==> config.mk <==
export PLATFORM = sky130hd
export DESIGN_NAME = dmem_arbiter
export DESIGN_NICKNAME = d
export VERILOG_FILES = /design/src/rtl/dmem_arbiter.sv
export SDC_FILE = /design/constraint.sdc
export NUM_CORES = 1
export LEC_CHECK = 0
export BUFFER_PORTS_ARGS = -buffer_cell sky130_fd_sc_hd__buf_2
export CORE_MARGIN = 3
export CORE_UTILIZATION = 41
export CTS_CLUSTER_SIZE = 24
export DETAILED_ROUTE_END_ITERATION = 12
export PLACE_DENSITY = 0.8
export REMOVE_ABC_BUFFERS = 1
export SYNTH_ARGS = -nofsm -noshare
export SYNTH_HDL_FRONTEND = slang
export SYNTH_SLANG_ARGS = --single-unit
==> constraint.sdc <==
create_clock -name clk -period 1.6 [get_ports clk]
set_clock_uncertainty 0.2 [all_clocks]
set_input_delay 0.24 -clock clk [delete_from_list [all_inputs] [get_ports clk]]
set_output_delay 0.24 -clock clk [all_outputs]
set_load 0.03 [all_outputs]
==> src/rtl/dmem_arbiter.sv <==
`default_nettype none
// ============================================================================
// Module   : dmem_arbiter
// Purpose  : Two-requester round-robin arbiter/sequencer for the single-port
//            data memory. Optional grant counters under DMEM_ARB_STATS_EN.
// Revision : 1.0 - initial release
// ============================================================================
module dmem_arbiter #(
  parameter int DW         = 32,
  parameter int AW         = 32,
  parameter int RESET_PRIO = 0,
  parameter int CNT_W      = 16
) (
  input  logic          clk,
  input  logic          rst_n,
  input  logic          m0_req,
  input  logic          m0_we,
  input  logic [AW-1:0] m0_addr,
  input  logic [DW-1:0] m0_wdata,
  output logic          m0_gnt,
  output logic          m0_rvalid,
  output logic [DW-1:0] m0_rdata,
  input  logic          m1_req,
  input  logic          m1_we,
  input  logic [AW-1:0] m1_addr,
  input  logic [DW-1:0] m1_wdata,
  output logic          m1_gnt,
  output logic          m1_rvalid,
  output logic [DW-1:0] m1_rdata,
`ifdef DMEM_ARB_STATS_EN
  output logic [CNT_W-1:0] m0_gnt_cnt,
  output logic [CNT_W-1:0] m1_gnt_cnt,
`endif
  output logic          mem_we,
  output logic [AW-1:0] mem_addr,
  output logic [DW-1:0] mem_wd,
  input  logic [DW-1:0] mem_rd
);

  typedef enum logic [0:0] {
    S_IDLE   = 1'b0,
    S_ACCESS = 1'b1
  } state_t;

  localparam logic c_reset_prio = (RESET_PRIO != 0);

  state_t        r_state;
  logic          r_prio;
  logic          r_id;
  logic          r_we;
  logic [AW-1:0] r_addr;
  logic [DW-1:0] r_wdata;
  logic          r_rvalid0;
  logic          r_rvalid1;
  logic [DW-1:0] r_rdata0;
  logic [DW-1:0] r_rdata1;

  logic w_any;
  logic w_win;
  logic w_grant;

  assign w_any   = m0_req | m1_req;
  // Winner id: prio only matters when both requesters contend.
  assign w_win   = (m0_req & m1_req) ? r_prio : m1_req;
  // Gate with rst_n so the combinational grant is also forced low in reset.
  assign w_grant = rst_n & (r_state == S_IDLE) & w_any;

  assign m0_gnt    = w_grant & ~w_win;
  assign m1_gnt    = w_grant &  w_win;
  assign m0_rvalid = r_rvalid0;
  assign m1_rvalid = r_rvalid1;
  assign m0_rdata  = r_rdata0;
  assign m1_rdata  = r_rdata1;
  assign mem_we    = r_we & (r_state == S_ACCESS);
  assign mem_addr  = r_addr;
  assign mem_wd    = r_wdata;

  always_ff @(posedge clk or negedge rst_n) begin
    if (!rst_n) begin
      r_state   <= S_IDLE;
      r_prio    <= c_reset_prio;
      r_id      <= 1'b0;
      r_we      <= 1'b0;
      r_addr    <= '0;
      r_wdata   <= '0;
      r_rvalid0 <= 1'b0;
      r_rvalid1 <= 1'b0;
      r_rdata0  <= '0;
      r_rdata1  <= '0;
    end else begin
      r_rvalid0 <= 1'b0;
      r_rvalid1 <= 1'b0;
      case (r_state)
        S_IDLE: begin
          if (w_grant) begin
            r_state <= S_ACCESS;
            r_id    <= w_win;
            r_we    <= w_win ? m1_we    : m0_we;
            r_addr  <= w_win ? m1_addr  : m0_addr;
            r_wdata <= w_win ? m1_wdata : m0_wdata;
            r_prio  <= ~w_win;
          end
        end
        S_ACCESS: begin
          // Memory read is combinational; capture it as the access retires.
          r_state <= S_IDLE;
          if (r_id) begin
            r_rvalid1 <= 1'b1;
            r_rdata1  <= mem_rd;
          end else begin
            r_rvalid0 <= 1'b1;
            r_rdata0  <= mem_rd;
          end
        end
        default: r_state <= S_IDLE;
      endcase
    end
  end

`ifdef DMEM_ARB_STATS_EN
  localparam logic [CNT_W-1:0] c_cnt_one = {{(CNT_W-1){1'b0}}, 1'b1};

  logic [CNT_W-1:0] r_cnt0;
  logic [CNT_W-1:0] r_cnt1;

  // Saturating grant counters.
  always_ff @(posedge clk or negedge rst_n) begin
    if (!rst_n) begin
      r_cnt0 <= '0;
      r_cnt1 <= '0;
    end else begin
      if (m0_gnt && (r_cnt0 != {CNT_W{1'b1}})) r_cnt0 <= r_cnt0 + c_cnt_one;
      if (m1_gnt && (r_cnt1 != {CNT_W{1'b1}})) r_cnt1 <= r_cnt1 + c_cnt_one;
    end
  end

  assign m0_gnt_cnt = r_cnt0;
  assign m1_gnt_cnt = r_cnt1;
`endif

endmodule
`default_nettype wire
==> results of run 1 <==
==> area by class of cell <==
class | count | share of cell area (%)
clock inverters | 14 | 2.25
multi-input cells | 207 | 21.7
clock buffers | 17 | 4.30
inverters | 3 | 0.114
well taps | 176 | 2.22
repair buffers | 468 | 35.5
flip-flops and latches | 134 | 33.9
==> cells in the mapped netlist <==
library cell  count
nand2_1           3
and3_1            1
buf_2            12
clkbuf_2          1
o21ai_1           1
and2_1            1
mux2_2           64
inv_1             3
clkbuf_1         26
o22a_1            1
nor2_1            1
a221o_1          65
nand2b_1          1
and4_1           65
nor2b_1           2
nor2b_2           1
buf_6             4
a21oi_1           1
dfrtp_1         134
==> per-layer routing <==
metal / vias up / track usage (%) / wire length [µm]
met4: 2 / 13.5 / 907
li1: 2440 / - / -
met5: - / 0 / 17
met3: 74 / 7.60 / 2310
met2: 462 / 49.0 / 11900
met1: 2835 / 33.5 / 8290
==> path summary, 6_finish.rpt <==
kind                                          start                  endpoint  depth (start not counted)
max                               r_state$_DFF_PN0_                    m1_gnt                          5
min                                    m1_wdata[17]    mem_wd[17]$_DFFE_PN0P_                          3
max reg2reg                       r_state$_DFF_PN0_    mem_wd[15]$_DFFE_PN0P_                          5
min reg2reg                m1_rdata[18]$_DFFE_PN0P_  m1_rdata[18]$_DFFE_PN0P_                          1
max in group asynchronous                     rst_n  m0_rdata[22]$_DFFE_PN0P_                          4
min in group asynchronous                     rst_n  m0_rdata[11]$_DFFE_PN0P_                          4
==> registers in the layout, summed over array words and instances (netlist names) <==
signal,count
m0_rdata,32
m1_rdata,32
mem_addr,32
mem_wd,32
m0_rvalid,1
m1_rvalid,1
r_id,1
r_prio,1
r_state,1
r_we,1
==> worst reg2reg max path, delay by kind of cell, from the launching register on <==
kind            cells  cell delay, ns
compound gates      2            0.46
buf+inv             2            0.48
flops               1            0.41
simple gates        1            0.17
==> logic make-up after synthesis <==
family,after synthesis,synth area share (%)
AO/OA/AOI/OAI,68,12.0
buffers and inverters,46,3.92
multiplexers,64,12.9
AND/OR/NAND/NOR,75,11.2
flip-flops,134,60.0
==> through the flow <==
step           TNS [ns]  worst slack (ns)  instances
2_1_floorplan   -172.92             -1.92        344
3_3_place_gp     -0.337           -0.0110        837
3_5_place_dp      -2.15           -0.0617        837
4_1_cts          -14.85            -0.251       1013
5_1_grt          -22.03            -0.315       1019
6_report         -17.31            -0.253       1019
==> power breakdown <==
part	leakage [nW]	total (mW)	switching, mW	internal [mW]
sequential	1.62	4.92	0.613	4.31
clock	0.311	4.31	1.54	2.78
combinational	2.99	5.30	3.21	2.09
total	4.92	14.5	5.36	9.18
==> what timing repair did <==
item,4_1_cts,5_1_grt
resized for setup,25,27
cloned,9,4
setup endpoints to repair,92,133
hold buffers,126,0
hold endpoints to repair,263,0
pin swaps,1,1
buffers inserted,10,4
==> run metrics, run 1 <==
status=finished, violations left; failing checks=setup timing; Mapped Cells=387; Crit. End Element=output port; Max Slew Vio Count=0; Area growth syn-to-layout=77.2%; vias in the first global route=between 5000 and 6000; drt initial violations=around 430; Via density=5.70; DRT antenna net count=0; slowest CP cell=dfrtp_1; CP Launch Type=flop; fin crit period=1.85 ns; final wirelength=23500 µm; remaining global-route overflow=0; worst endpoint required time=approximately 1.2 ns; Slew @ Worst Pin=0.662 ns; fin area=0.00990 mm²; fraction of layout cells with a size suffix above 1=52.8%; CP most frequent cell=buf_6; vias post-DR=about 5800; CTS H-tree depth=4; post-layout util=74.5%; Yosys cell types=19; synthesized area per cell=14.4 µm²; Final Hold Violating Endpoints=0; total power=14.5 mW; Die ar.=0.0151 mm²; worst-skew pair later-pin latency=0.41 ns; maximum clock rate=540 MHz; Hold Path Class=in -> reg; sequential fraction of the synthesis area=about three fifths; Synth Warn #=0; Yosys reg bits=approximately 130; area leader, netlist=dfrtp_1; PD cells=1470 mW/mm²; IO Pins=~300; CP delay by family, top=flip-flops; CTS root buffer=clkbuf_16; unrepaired setup endpoints after global routing=true; leak pwr=just under 5 nW; Final nets=about 1000; crit-path max FO=4; GPL Wtd Cong=0.813; DPL Wire Length=approximately 12000 µm; CP Buf/Inv Count=2; clk sink count=134; drt pass-1 iters=5; commonest non-fill, non-tap cell in the layout=buf_2; multi-input logic area=0.00215 mm²; FP Rows=42; largest net degree at the start of global routing=82; area of the core=0.0133 mm²; CTS buffer count=17; area share of the largest cell type after synthesis=60.0%; arrival time worst endpoint=between 1 and 1.5 ns; mapped cell area=0.00559 mm²; Reg clk slew, reported paths=0.06 ns; GR Util All Layers=28.7%; Die Width=123 µm; Max clock buf depth=2; relative slew slack=55.9%; period utilization=116%; Synth area leaders=dfrtp_1, mux2_2, a221o_1, and4_1, clkbuf_1; r2r setup slk=-0.24 ns; Final WS setup=-0.253 ns; Post-DP Area=0.00734 mm²; first-pass GRT wire length=32800 µm; residual DRC count=0; Worst VDD drop=672 µV; Die Span Y=roughly 120 µm; fill cell count=769; Inserted Diodes=0; CTS tree=built; drt wl/cell=23.0 µm; Final setup viols=102; Initial Util=42.0%; Seq. cell area=0.00335 mm²; MaxCap Viol Count=0; peak per-stage delay on the critical path=around 0.4 ns; most frequent cells in the layout=buf_2, dfrtp_1, dlygate4sd3_1; WHS=0.0154 ns; IO buf count=298; initial antenna violation count=1; cell breakdown of the critical path=nor2b_4 -> buf_6 -> nand2_4 -> nor2_4 -> buf_6; CP Class=reg -> out
Note: power is estimated with default switching activity, not from simulation.
==> run 2: changes to the inputs <==
Settings changed: CAP_MARGIN from default to 20, CORE_AREA from default to 3 3 116 118, CORE_MARGIN 3 to default, CORE_UTILIZATION 41 to default, DIE_AREA from default to 0 0 119 121, PLACE_DENSITY 0.8 to 0.82.
Clock period 1.6 ns to 2.3 ns, I/O delays scaled along.
==> run metrics, run 2 (synthesis results as in run 1) <==
Final nets=935 (-6.2%); sw frac=37.2% (+0.33 points); area of the core=0.0126 mm² (-5.5%); FP Rows=41 (-2.4%); FF-to-FF path depth=5 (unchanged); residual DRC count=0 (unchanged); relative slew slack=39.0% (-17 points); status=finished, violations left; DPL Wire Length=12700 µm (+3.8%); IO buf count=298 (unchanged); CTS H-tree depth=4 (unchanged); leak pwr=4.35 nW (-12%); Die Width=119 µm (-3.0%); Hold Path Class=in -> async; CP delay by family, top=simple AND/OR/NAND/NOR gates; Sum Neg Setup Slack=0 ns (+17.31 ns); CP Buf/Inv Count=1 (-1); crit-path max FO=8 (+4); CP Class=reg -> out; r2r setup slk=0.47 ns (+0.71 ns); arrival time worst endpoint=1.60 ns (+0.19 ns); Final Hold Violating Endpoints=27 (+27); period utilization=between 90% and 100%; P_int=6.01 mW (-35%); Max clock buf depth=2 (unchanged); CTS root buffer=clkbuf_16; Max Slew Vio Count=0 (unchanged); failing checks=hold timing; Die Span Y=121 µm (-1.4%); cell breakdown of the critical path=nor2b_4 -> and3_2 -> buf_2; Comb pwr share=34.5% (-2.0 points); CTS tree=built; most frequent cells in the layout=buf_2, dfrtp_1, dlygate4sd3_1; drt wl/cell=20.7 µm (-10%); Via density=5.59 (-2.0%); worst-skew pair later-pin latency=0.40 ns (about the same); WHS=-0.0483 ns (-0.0637 ns); CP Launch Type=flop; Die ar.=0.0144 mm² (-4.4%); remaining global-route overflow=0 (unchanged); clk sink count=134 (unchanged); vias in the first global route=5588 (-6.7%); maximum clock rate=approximately 470 MHz; fin area=0.00880 mm² (-11%); final wirelength=19800 µm (-16%); RR Startpoint=r_state$_DFF_PN0_; initial antenna violation count=0 (-1); CTS buffer count=17 (unchanged); CP startpoint=r_state$_DFF_PN0_; vias post-DR=5333 (-8.3%); DRT antenna net count=0 (unchanged); Reg clk slew, reported paths=0.06 ns (about the same); fill cell count=806 (+4.8%); MaxCap Viol Count=0 (unchanged); P_sw=3.56 mW (-34%); GPL Wtd Cong=0.869 (+6.9%); Slew @ Worst Pin=0.915 ns (+0.253 ns); postcts setup bufs=0 (-10); worst endpoint required time=1.75 ns (+0.59 ns); slowest CP cell=dfrtp_1; GR Util All Layers=27.3% (-1.4 points); unrepaired setup endpoints after global routing=false; fin crit period=about 2.1 ns; Area growth syn-to-layout=57.5%; Final WS setup=0.151 ns (+0.404 ns); Inserted Diodes=0 (unchanged); Crit. End Element=output port; Setup WS pre-CTS=0.420 ns (+0.482 ns); r2r endpoint=mem_wd[18]$_DFFE_PN0P_; fraction of layout cells with a size suffix above 1=52.6% (-0.23 points); commonest non-fill, non-tap cell in the layout=buf_2; Worst VDD drop=494 µV (-27%); drt initial violations=426 (-1.4%); Final setup viols=0 (-100%); Initial Util=44.4% (+2.4 points); peak per-stage delay on the critical path=0.43 ns (+0.02 ns); Post-DP Area=0.00723 mm² (-1.5%); clock share of power=30.1% (+0.4 points); IO Pins=299 (unchanged); first-pass GRT wire length=30500 µm (-7.1%); sequential power share=35.4% (+1.5 points); PD cells=1090 mW/mm² (-26%); largest net degree at the start of global routing=71 (-13%); drt pass-1 iters=4 (-1)
==> run 2: cell types whose count changed in the layout (fill, tap and decap cells not counted), sizes merged <==
cell / delta
inv: -2
bufbuf: -3
clkbuf: -2
bufinv: -1
buf: -24
clkinvlp: +1
clkinv: +2
dlygate4sd3: -32
==> run 2: worst max-delay path by stage <==
stage                               to  depth (start not counted)
6_report                        m0_gnt                          3
3_5_place_dp     mem_wd[0]$_DFFE_PN0P_                          5
5_1_grt                         m0_gnt                          3
3_3_place_gp    mem_wd[12]$_DFFE_PN0P_                          5
4_1_cts                         m0_gnt                          3
2_1_floorplan  mem_addr[0]$_DFFE_PN0P_                          3
==> run 2: worst reg2reg max path: cells and delay by family, from the launching register on <==
family,cells,cell delay (ns)
buffers and inverters,2,0.41
and+or+nand+nor,1,0.16
AOI/OAI and AO/OA,2,0.51
DFF,1,0.43
==> run 2: power by group through the flow <==
stage                     Sequential [mW]  Clock, mW  Combinational [mW]
final                                3.39       2.88                3.30
after global routing                 3.45       3.05                3.45
after CTS                            3.36       2.91                3.27
after detailed placement             3.39          0                3.14
after global placement               3.36          0                3.08
after floorplan                      4.61          0               0.724
==> run 2: routing by layer <==
layer,GRT usage [%],routed length [µm]
met5,0,0
met3,6.76,1740
met2,46.1,9930
met4,14.0,795
met1,32.3,7300
==> run 2: final cells by class <==
class / count / area (µm²) / share of cell area, %
Multi-Input combinational cell: 207 / 2030 / 23.1
Sequential cell: 134 / 3350 / 38.1
Tap cell: 172 / 215 / 2.45
Inverter: 3 / 11.3 / 0.128
Timing Repair Buffer: 406 / 2560 / 29.0
Clock inverter: 14 / 200 / 2.27
Clock buffer: 18 / 429 / 4.88
==> run 2: stage by stage <==
stage               util, %  power [mW]  std cells
floorplan                 -        5.34        344
global placement       57.5        6.44        828
detailed placement     57.5        6.53        828
CTS                    69.9        9.54        953
global route           70.0        9.95        954
finish                 70.0        9.56        954
==> run 2: what timing repair did <==
action	CTS	global route
hold endpoints to repair	181	1
hold buffers	93	1
resized for setup	0	0
==> run 3: changes to the inputs <==
Settings changed: CORE_AREA 3 3 116 118 to 3 3 113 115, CTS_BUF_LIST from default to sky130_fd_sc_hd__clkbuf_4, DIE_AREA 0 0 119 121 to 0 0 116 118, PLACE_DENSITY 0.82 to 0.86.
==> run metrics, run 3 (synthesis results as in run 1) <==
status=complete, no violations; largest net degree at the start of global routing=135 (+90%); drt pass-1 iters=5 (+1); final wirelength=22600 µm (+15%); Comb pwr share=39.6% (+5.1 points); crit-path max FO=5 (-3); P_sw=3.48 mW (-2.3%); DRT antenna net count=0 (unchanged); Hold Path Class=in -> reg; worst-skew pair later-pin latency=0.50 ns (+0.10 ns); relative slew slack=53.3% (+14 points); total power=8.68 mW (-9.2%); Crit. End Element=output port; sequential power share=39.2% (+3.8 points); drt wl/cell=22.8 µm (+9.9%); CP Launch Type=primary input; Reg clk slew, reported paths=0.11 ns (+0.05 ns); PD cells=950 mW/mm² (-13%); maximum clock rate=446 MHz (-4.1%); Sum Neg Setup Slack=0 ns (unchanged); remaining global-route overflow=0 (unchanged); GR Util All Layers=32.8% (+5.5 points); Initial Util=46.9% (+2.5 points); period utilization=97.5% (+4.0 points); Via density=5.98 (+7.0%); clock share of power=21.1% (-9.0 points); clk sink count=134 (unchanged); fin area=0.00914 mm² (+3.8%); commonest non-fill, non-tap cell in the layout=buf_2; Worst VDD drop=399 µV (-19%); most frequent cells in the layout=buf_2, dlygate4sd3_1, dfrtp_1; arrival time worst endpoint=1.70 ns (+0.10 ns); Area growth syn-to-layout=63.6%; Post-DP Area=0.00717 mm² (-0.78%); Max Slew Vio Count=0 (unchanged); CP Class=in -> out; residual DRC count=0 (unchanged); Slew @ Worst Pin=0.700 ns (-0.215 ns); IO buf count=298 (unchanged); drt initial violations=519 (+22%); Max clock buf depth=2 (unchanged); fraction of layout cells with a size suffix above 1=48.2% (-4.3 points); initial antenna violation count=2 (+2); Die ar.=0.0137 mm² (-4.9%); first-pass GRT wire length=34300 µm (+13%); P_int=5.20 mW (-13%); FF-to-FF path depth=4 (-1); Final nets=998 (+6.7%); Die Width=116 µm (-2.5%); CTS root buffer=clkbuf_4; vias post-DR=5948 (+12%); Die Span Y=118 µm (-2.5%); unrepaired setup endpoints after global routing=false; FP Rows=40 (-2.4%); worst endpoint required time=1.75 ns (about the same); post-layout util=76.7% (+6.7 points); CTS H-tree depth=4 (unchanged); hold depth=3; WHS=0.0566 ns (+0.105 ns); vias in the first global route=6246 (+12%); area of the core=0.0119 mm² (-5.2%); leak pwr=4.48 nW (+3.1%); MaxCap Viol Count=0 (unchanged); Final setup viols=0 (unchanged); sw frac=40.1% (+2.9 points); CTS tree=built; IO Pins=299 (unchanged); DPL Wire Length=12000 µm (-5.5%); fin crit period=2.24 ns (+0.0923 ns); GPL Wtd Cong=0.821 (-5.5%); Final Hold Violating Endpoints=0 (-100%); CTS buffer count=17 (unchanged)
run 3: metrics by stage:
stage / setup slack, ns / std cells
finish: 0.0586 / 994
global route: 0.0155 / 994
CTS: 0.0162 / 989
detailed placement: 0.461 / 799
global placement: 0.526 / 799
floorplan: -1.22 / 344
run 3: worst max-delay path: stages:
cell and delay (ns):
dlygate4sd3_1 0.58, buf_6 0.12, nor2b_4 0.20, and3_2 0.26, buf_4 0.19
run 3: worst paths after layout:
kind	start	to	slack, ns
worst min-delay path	m1_req	r_prio$_DFFE_PN0P_	0.06
min in group asynchronous	rst_n	m1_rdata[10]$_DFFE_PN0P_	1.00
max in group asynchronous	rst_n	mem_wd[13]$_DFFE_PN0P_	0.41
worst min register to register	m0_rdata[30]$_DFFE_PN0P_	m0_rdata[30]$_DFFE_PN0P_	0.31
worst max register to register	r_prio$_DFFE_PN0P_	mem_addr[28]$_DFFE_PN0P_	0.46
worst max-delay path	rst_n	m0_gnt	0.06
run 3: power groups by stage:
stage / combinational, mW / clock, mW / sequential [mW]
6_report: 3.44 / 1.83 / 3.41
5_1_grt: 3.59 / 1.98 / 3.45
4_1_cts: 3.34 / 1.86 / 3.34
3_5_place_dp: 3.14 / 0 / 3.38
3_3_place_gp: 3.06 / 0 / 3.34
2_1_floorplan: 0.724 / 0 / 4.61
run 3: repair_timing:
action                                 4_1_cts  5_1_grt
setup endpoints to repair                    0        2
buffers inserted                             0        0
endpoints found under the hold margin      265        0
hold buffers                               161        0
gates resized for setup                      0        5
run 3: area by class of cell:
| cell class | count | area [µm²] |
|---|---|---|
| clock buffers | 17 | 128 |
| fillers | 671 | 2770 |
| well taps | 147 | 184 |
| diodes | 5 | 12.5 |
| multi-input cells | 207 | 2040 |
| repair buffers | 469 | 3200 |
| clock inverters | 12 | 205 |
| inverters | 3 | 11.3 |
| flip-flops and latches | 134 | 3350 |
run 3: per-layer routing:
layer	part of all wire (%)	track usage (%)	vias to the layer above
met2	48	53.3	510
met4	6.7	21.6	2
met3	10	10.3	132
li1	-	-	2448
met5	0.049	0	-
met1	35	36.3	2856
